### config.mk
export PLATFORM = sky130hd
export DESIGN_NAME = zacore_imem_bridge_flat
export DESIGN_NICKNAME = d
export VERILOG_FILES = /design/src/rtl/zacore_imem_bridge_if.sv /design/src/rtl/zacore_imem_bridge.sv /design/src/flat_wrapper.sv
export SDC_FILE = /design/constraint.sdc
export NUM_CORES = 1
export LEC_CHECK = 0
export CAP_MARGIN = 15
export CORE_MARGIN = 5
export CORE_UTILIZATION = 45
export CTS_BUF_LIST = sky130_fd_sc_hd__clkbuf_8
export CTS_CLUSTER_SIZE = 40
export DETAILED_ROUTE_END_ITERATION = 16
export GPL_TIMING_DRIVEN = 0
export PLACE_DENSITY = 0.83
export RECOVER_POWER = 100
export SYNTH_ARGS = -nofsm -noshare
export SYNTH_HDL_FRONTEND = slang
export SYNTH_SLANG_ARGS = --single-unit
### constraint.sdc
create_clock -name i_clk -period 2.94 [get_ports i_clk]
set_clock_uncertainty 0.15 [all_clocks]
set_input_delay 0.441 -clock i_clk [delete_from_list [all_inputs] [get_ports i_clk]]
set_output_delay 0.441 -clock i_clk [all_outputs]
set_load 0.05 [all_outputs]
### src/rtl/zacore_imem_bridge_if.sv
// Bus interfaces around zacore_imem_bridge: the fetch-side request/ack port
// and the split address/response instruction-memory port.

interface zacore_fetch_if;
  logic        fetch_req;
  logic [31:0] fetch_addr;
  logic        fetch_ack;
  logic [31:0] inst_read;
  logic        invalidate;

  modport master (
    output fetch_req,
    output fetch_addr,
    output invalidate,
    input  fetch_ack,
    input  inst_read
  );

  modport slave (
    input  fetch_req,
    input  fetch_addr,
    input  invalidate,
    output fetch_ack,
    output inst_read
  );
endinterface

interface zacore_imem_if;
  logic        mem_req;
  logic [31:0] mem_addr;
  logic        mem_gnt;
  logic        mem_rvalid;
  logic [31:0] mem_rdata;
  logic        mem_err;

  modport master (
    output mem_req,
    output mem_addr,
    input  mem_gnt,
    input  mem_rvalid,
    input  mem_rdata,
    input  mem_err
  );

  modport slave (
    input  mem_req,
    input  mem_addr,
    output mem_gnt,
    output mem_rvalid,
    output mem_rdata,
    output mem_err
  );
endinterface

### src/rtl/zacore_imem_bridge.sv
// Instruction-memory bridge between zacore_fetch and a split address/response bus.
// Optional one-word last-fetch buffer enabled by `define ZACORE_IMEM_LASTWORD_EN.

module zacore_imem_bridge #(
  parameter int unsigned TIMEOUT_CYCLES = 255,
  parameter logic [31:0] RESET_NOP      = 32'h0000_0013
) (
  input  logic          i_clk,
  input  logic          i_rst_n,
  zacore_fetch_if.slave fetch_if,
  zacore_imem_if.master mem_if,
  output logic          o_bus_err
);

  typedef enum logic [1:0] {
    ST_IDLE,
    ST_REQ,
    ST_WAIT,
    ST_RESP
  } state_t;

  localparam logic [15:0] TIMEOUT_LAST = 16'(TIMEOUT_CYCLES - 1);

  state_t      r_state;
  state_t      w_state_nxt;
  logic [31:0] r_addr_q;
  logic [31:0] r_inst_q;
  logic        r_discard;
  logic [15:0] r_cnt;
  logic        r_bus_err;

  logic        w_addr_match;
  logic        w_stale;
  logic        w_kill;
  logic        w_timeout;
  logic        w_ack;
  logic        w_capture;
  logic        w_rsp_load;
  logic        w_err_evt;

  assign w_addr_match = (fetch_if.fetch_addr[31:2] == r_addr_q[31:2]);
  assign w_stale      = fetch_if.invalidate | (fetch_if.fetch_req & ~w_addr_match);
  assign w_kill       = r_discard | w_stale;
  assign w_timeout    = (r_cnt == TIMEOUT_LAST);
  assign w_ack        = (r_state == ST_RESP) & fetch_if.fetch_req & w_addr_match &
                        ~fetch_if.invalidate;

`ifdef ZACORE_IMEM_LASTWORD_EN
  logic        r_lw_valid;
  logic [29:0] r_lw_tag;
  logic [31:0] r_lw_word;
  logic        w_lw_hit;

  assign w_lw_hit = r_lw_valid & (r_lw_tag == fetch_if.fetch_addr[31:2]);
`endif

  always_ff @(posedge i_clk or negedge i_rst_n) begin
    if (!i_rst_n) begin
      r_state <= ST_IDLE;
    end else begin
      r_state <= w_state_nxt;
    end
  end

  always_comb begin
    w_state_nxt = r_state;
    w_capture   = 1'b0;
    w_rsp_load  = 1'b0;
    w_err_evt   = 1'b0;
    case (r_state)
      ST_IDLE: begin
        if (fetch_if.fetch_req && !fetch_if.invalidate) begin
          w_capture = 1'b1;
`ifdef ZACORE_IMEM_LASTWORD_EN
          w_state_nxt = w_lw_hit ? ST_RESP : ST_REQ;
`else
          w_state_nxt = ST_REQ;
`endif
        end
      end
      ST_REQ: begin
        if (mem_if.mem_gnt) begin
          w_state_nxt = ST_WAIT;
        end
      end
      ST_WAIT: begin
        // A response on the final counted cycle still wins over the timeout.
        if (mem_if.mem_rvalid) begin
          if (mem_if.mem_err) begin
            w_err_evt   = 1'b1;
            w_state_nxt = ST_IDLE;
          end else if (w_kill) begin
            w_state_nxt = ST_IDLE;
          end else begin
            w_rsp_load  = 1'b1;
            w_state_nxt = ST_RESP;
          end
        end else if (w_timeout) begin
          w_err_evt   = 1'b1;
          w_state_nxt = ST_IDLE;
        end
      end
      ST_RESP: begin
        if (fetch_if.invalidate || fetch_if.fetch_req) begin
          w_state_nxt = ST_IDLE;
        end
      end
      default: begin
        w_state_nxt = ST_IDLE;
      end
    endcase
  end

  always_ff @(posedge i_clk or negedge i_rst_n) begin
    if (!i_rst_n) begin
      r_addr_q  <= '0;
      r_inst_q  <= RESET_NOP;
      r_discard <= 1'b0;
      r_cnt     <= '0;
      r_bus_err <= 1'b0;
    end else begin
      r_bus_err <= w_err_evt;

      if (w_capture) begin
        r_addr_q <= fetch_if.fetch_addr & ~32'h3;
      end

      if (w_rsp_load) begin
        r_inst_q <= mem_if.mem_rdata;
      end
`ifdef ZACORE_IMEM_LASTWORD_EN
      else if (w_capture && w_lw_hit) begin
        r_inst_q <= r_lw_word;
      end
`endif

      // Stale transactions still run to completion on the bus; only the data is dropped.
      if (w_state_nxt == ST_IDLE) begin
        r_discard <= 1'b0;
      end else if (((r_state == ST_REQ) || (r_state == ST_WAIT)) && w_stale) begin
        r_discard <= 1'b1;
      end

      if ((r_state == ST_REQ) && mem_if.mem_gnt) begin
        r_cnt <= '0;
      end else if (r_state == ST_WAIT) begin
        r_cnt <= r_cnt + 16'd1;
      end
    end
  end

`ifdef ZACORE_IMEM_LASTWORD_EN
  always_ff @(posedge i_clk or negedge i_rst_n) begin
    if (!i_rst_n) begin
      r_lw_valid <= 1'b0;
      r_lw_tag   <= '0;
      r_lw_word  <= '0;
    end else if (fetch_if.invalidate) begin
      r_lw_valid <= 1'b0;
    end else if (w_rsp_load) begin
      r_lw_valid <= 1'b1;
      r_lw_tag   <= r_addr_q[31:2];
      r_lw_word  <= mem_if.mem_rdata;
    end
  end
`endif

  assign mem_if.mem_req     = (r_state == ST_REQ);
  assign mem_if.mem_addr    = r_addr_q;
  assign fetch_if.fetch_ack = w_ack;
  assign fetch_if.inst_read = r_inst_q;
  assign o_bus_err          = r_bus_err;

endmodule

### src/flat_wrapper.sv
// flat-port wrapper written by rule: the top's interface ports become plain ports
module zacore_imem_bridge_flat 
#(
  parameter int unsigned TIMEOUT_CYCLES = 255,
  parameter logic [31:0] RESET_NOP      = 32'h0000_0013
)
  (i_clk, i_rst_n, o_bus_err, fetch_if_fetch_req, fetch_if_fetch_addr, fetch_if_invalidate, fetch_if_fetch_ack, fetch_if_inst_read, mem_if_mem_req, mem_if_mem_addr, mem_if_mem_gnt, mem_if_mem_rvalid, mem_if_mem_rdata, mem_if_mem_err);
  zacore_fetch_if fetch_if_i ();
  zacore_imem_if mem_if_i ();
  input  logic i_clk;
  input  logic i_rst_n;
  output logic o_bus_err;
  input wire logic [$bits(fetch_if_i.fetch_req)-1:0] fetch_if_fetch_req;
  input wire logic [$bits(fetch_if_i.fetch_addr)-1:0] fetch_if_fetch_addr;
  input wire logic [$bits(fetch_if_i.invalidate)-1:0] fetch_if_invalidate;
  output wire logic [$bits(fetch_if_i.fetch_ack)-1:0] fetch_if_fetch_ack;
  output wire logic [$bits(fetch_if_i.inst_read)-1:0] fetch_if_inst_read;
  output wire logic [$bits(mem_if_i.mem_req)-1:0] mem_if_mem_req;
  output wire logic [$bits(mem_if_i.mem_addr)-1:0] mem_if_mem_addr;
  input wire logic [$bits(mem_if_i.mem_gnt)-1:0] mem_if_mem_gnt;
  input wire logic [$bits(mem_if_i.mem_rvalid)-1:0] mem_if_mem_rvalid;
  input wire logic [$bits(mem_if_i.mem_rdata)-1:0] mem_if_mem_rdata;
  input wire logic [$bits(mem_if_i.mem_err)-1:0] mem_if_mem_err;
  assign fetch_if_i.fetch_req = fetch_if_fetch_req;
  assign fetch_if_i.fetch_addr = fetch_if_fetch_addr;
  assign fetch_if_i.invalidate = fetch_if_invalidate;
  assign fetch_if_fetch_ack = fetch_if_i.fetch_ack;
  assign fetch_if_inst_read = fetch_if_i.inst_read;
  assign mem_if_mem_req = mem_if_i.mem_req;
  assign mem_if_mem_addr = mem_if_i.mem_addr;
  assign mem_if_i.mem_gnt = mem_if_mem_gnt;
  assign mem_if_i.mem_rvalid = mem_if_mem_rvalid;
  assign mem_if_i.mem_rdata = mem_if_mem_rdata;
  assign mem_if_i.mem_err = mem_if_mem_err;
  zacore_imem_bridge #(.TIMEOUT_CYCLES(TIMEOUT_CYCLES), .RESET_NOP(RESET_NOP)) u_core (.i_clk(i_clk), .i_rst_n(i_rst_n), .fetch_if(fetch_if_i), .mem_if(mem_if_i), .o_bus_err(o_bus_err));
endmodule
==> key figures <==
Yosys
  • Most used DFF post-synth: dfrtp_1
  • Sequential cell area fraction in the yosys report: 51.0%
  • Asr flop ratio synth: 100%
  • Main area contributors after synthesis: dfrtp_1 49%, mux2_4 11%, mux2_2 8.9%
  • Post-synthesis register bit count: 82
  • Synth top area share: 49.1%
  • Number of synthesized flops with an enable pin: 0
  • Cell with the most instances after synthesis: dfrtp_1
  • Syn Inst Count: 306
  • Syn Area/Cell: 13.2 µm²
  • Yosys cell types: 46
  • Dominant cell type by area after synthesis: dfrtp_1
  • Synth Cell Area: 4030 µm²
  • Synth warnings: 0
  • Synth top cells by count: 79 x dfrtp_1, 38 x xor2_1, 32 x mux2_2, 30 x mux2_4, 16 x nor2_1

Power and ir drop
  • VDD IR max: 0.625 mV
  • Power per cell area: 1070 nW/µm²
  • P_leak: 2.60 nW
  • Total power: 6.11 mW

Timing
  • Setup TNS: 0 ps
  • Period minus WS final: 2840 ps
  • FMAX: 0.352 GHz
  • Final WS setup: 101 ps
  • Max Slew Vio Count: 0
  • Fin crit share: 96.6%
  • Worst-Margin Slew: 1050 ps
  • Final Setup Violations: 0
  • Max transition margin: 29.9%
  • Fin. Hold Viols: 0

Global route
  • Initial antenna violation count: 0
  • Vias in the first global route: 3120
  • Grt ovf: 0
  • First-pass GRT wire length: 15.4 mm
  • GRT Total Usage: 17.2%
  • Largest net degree at the start of global routing: 49

Min path
  • Min-Delay Path Class: input port to flop

Die
  • IO Count: 138
  • Chip height: 105 µm
  • Die width: 105 µm
  • Die area: 10900 µm²
  • Starting Density: 46.2%
  • Cell Rows: 34
  • Core footprint: 8720 µm²

Cells and area
  • Nets: 535
  • Area growth from synthesis to layout: 41.2%
  • ANT cells: 0
  • Layout cells sized above 1: 18.2%

Clocking
  • Clock Path Buffers: 2
  • Clk sinks: 82
  • Root Driver: clkbuf_8
  • CTS H-tree depth: 3
  • CTS tree: done
  • Worst skew pair latency: 350 ps
  • Clock transition at path regs: 90 ps
  • Number of buffers created by CTS: 9

Detailed routing
  • Post-DR wirelength/cell: 16.5 µm
  • Post-route ant nets: 0
  • Iter 0 DRT Violations: 104
  • # DRC: 0
  • Drt total wl: 9.40 mm
  • Vias: 2975
  • Vias per cell: 5.22
  • DRT Pass-1 Iters: 6

Setup path
  • CP Capture Type: primary output
  • CP Launch Type: input port
  • CP max FO: 2
  • CP required: 2350 ps
  • R2R Setup Slk: 200 ps
  • Worst path arrival time: 2250 ps
  • Crit Path Category: input port to primary output

Job
  • Max Cap Violations: 0

Placement
  • Worst slack at placement: -804 ps
  • Port Buffers: 133
  • GP Congestion: 0.836
  • Post-DP HPWL: 7.08 mm

Run status
  • Status: completed
-- cell type report --
class	instances	area, µm²
fill	700	3030
sequential	82	2060
multi-input combinational	204	1790
timing repair buffer	139	1380
clock buffer	10	138
tap	108	135
buffer	13	111
clock inverter	6	50.0
inverter	8	30.0
-- flip-flops by register name (all words and copies together), names as in the netlist --
name                       cells
u_core.r_discard               1
u_core.mem_if.mem_addr        30
u_core.o_bus_err               1
u_core.fetch_if.inst_read     32
u_core.r_cnt                  16
u_core.r_state                 2
-- layout by cell type (no fill, tap or decap), types with 2 or more instances in the layout --
cell and n:
dfrtp_1 79, dlygate4sd3_1 66, clkdlybuf4s50_1 64, xor2_1 38, mux2_2 32, mux2_1 23, nor2_1 16, clkbuf_8 10
inv_1 8, nand2_1 8, a21oi_1 7, mux2_4 7, ha_1 7, nor4_2 6, clkbuf_1 6, nand4_1 6
o21ai_0 6, nand3_1 6, buf_4 6, nor4_1 4, or3_1 4, buf_6 3, xnor2_1 3, dfstp_2 3
nor4_4 2, and4b_1 2, o21a_1 2, a21boi_0 2, and3_1 2, buf_12 2, conb_1 2, clkinv_4 2
clkinvlp_4 2, inv_6 2, dlymetal6s2s_1 2
-- layer usage --
| metal | share of wire, % | up-vias | wire length (µm) | track usage, % |
|---|---|---|---|---|
| li1 | - | 1381 | - | - |
| met1 | 42 | 1467 | 3920 | 21.9 |
| met2 | 50 | 111 | 4690 | 28.5 |
| met3 | 5.7 | 16 | 533 | 3.51 |
| met4 | 2.8 | 0 | 260 | 7.85 |
| met5 | 0 | - | 0 | 0 |
-- kinds of logic after synthesis --
family,Yosys count,synth area share (%)
mux,62,20.1
flops,82,51.0
fa+ha+maj,7,2.17
buf+inv,21,3.73
simple gates,66,9.75
other cells,1,0.0931
compound gates,26,4.19
xor+xnor,41,8.91
-- stage by stage --
stage | hold WS, ps | util, % | std cells | instance area (µm²)
floorplan | -4.59 | - | 307 | 4030
global placement | 338 | 63.1 | 548 | 5500
detailed placement | 283 | 63.3 | 549 | 5520
CTS | 368 | 66.0 | 568 | 5760
global route | 226 | 65.3 | 570 | 5690
finish | 238 | 65.3 | 570 | 5690
-- where the power goes --
part	switching (mW)	internal [mW]	total [mW]
clock network	0.432	0.339	0.771
logic	2.22	1.19	3.41
registers	0.326	1.60	1.93
-- worst max-delay path, stage by stage --
cell and delay, ps:
clkdlybuf4s50_1 440, xor2_1 160, nor4_2 330, nand4_1 140
buf_4 180, nor4_4 210, and2_4 200, buf_8 140
-- path summary, 6_finish.rpt --
check	start	to	depth (start not counted)
max reg2reg	u_core.mem_if.mem_addr[18]$_DFFE_PN0P_	u_core.fetch_if.inst_read[17]$_DFFE_PN0P_	9
min in group asynchronous	i_rst_n	u_core.fetch_if.inst_read[25]$_DFFE_PN0P_	2
min	fetch_if_fetch_addr[3]	u_core.mem_if.mem_addr[3]$_DFFE_PN0P_	2
max in group asynchronous	i_rst_n	u_core.r_cnt[13]$_DFFE_PN0P_	3
min reg2reg	u_core.fetch_if.inst_read[12]$_DFFE_PN0P_	u_core.fetch_if.inst_read[12]$_DFFE_PN0P_	1
max	fetch_if_fetch_addr[20]	fetch_if_fetch_ack	8
-- what timing repair did --
action                                 CTS  global route
setup buffers                            2             2
pin swaps                                2             4
setup endpoints to repair                1             1
endpoints found under the hold margin   33             0
hold buffers                             1             0
resized for setup                        9             9
No activity file was read; power rests on OpenSTA's default activity.
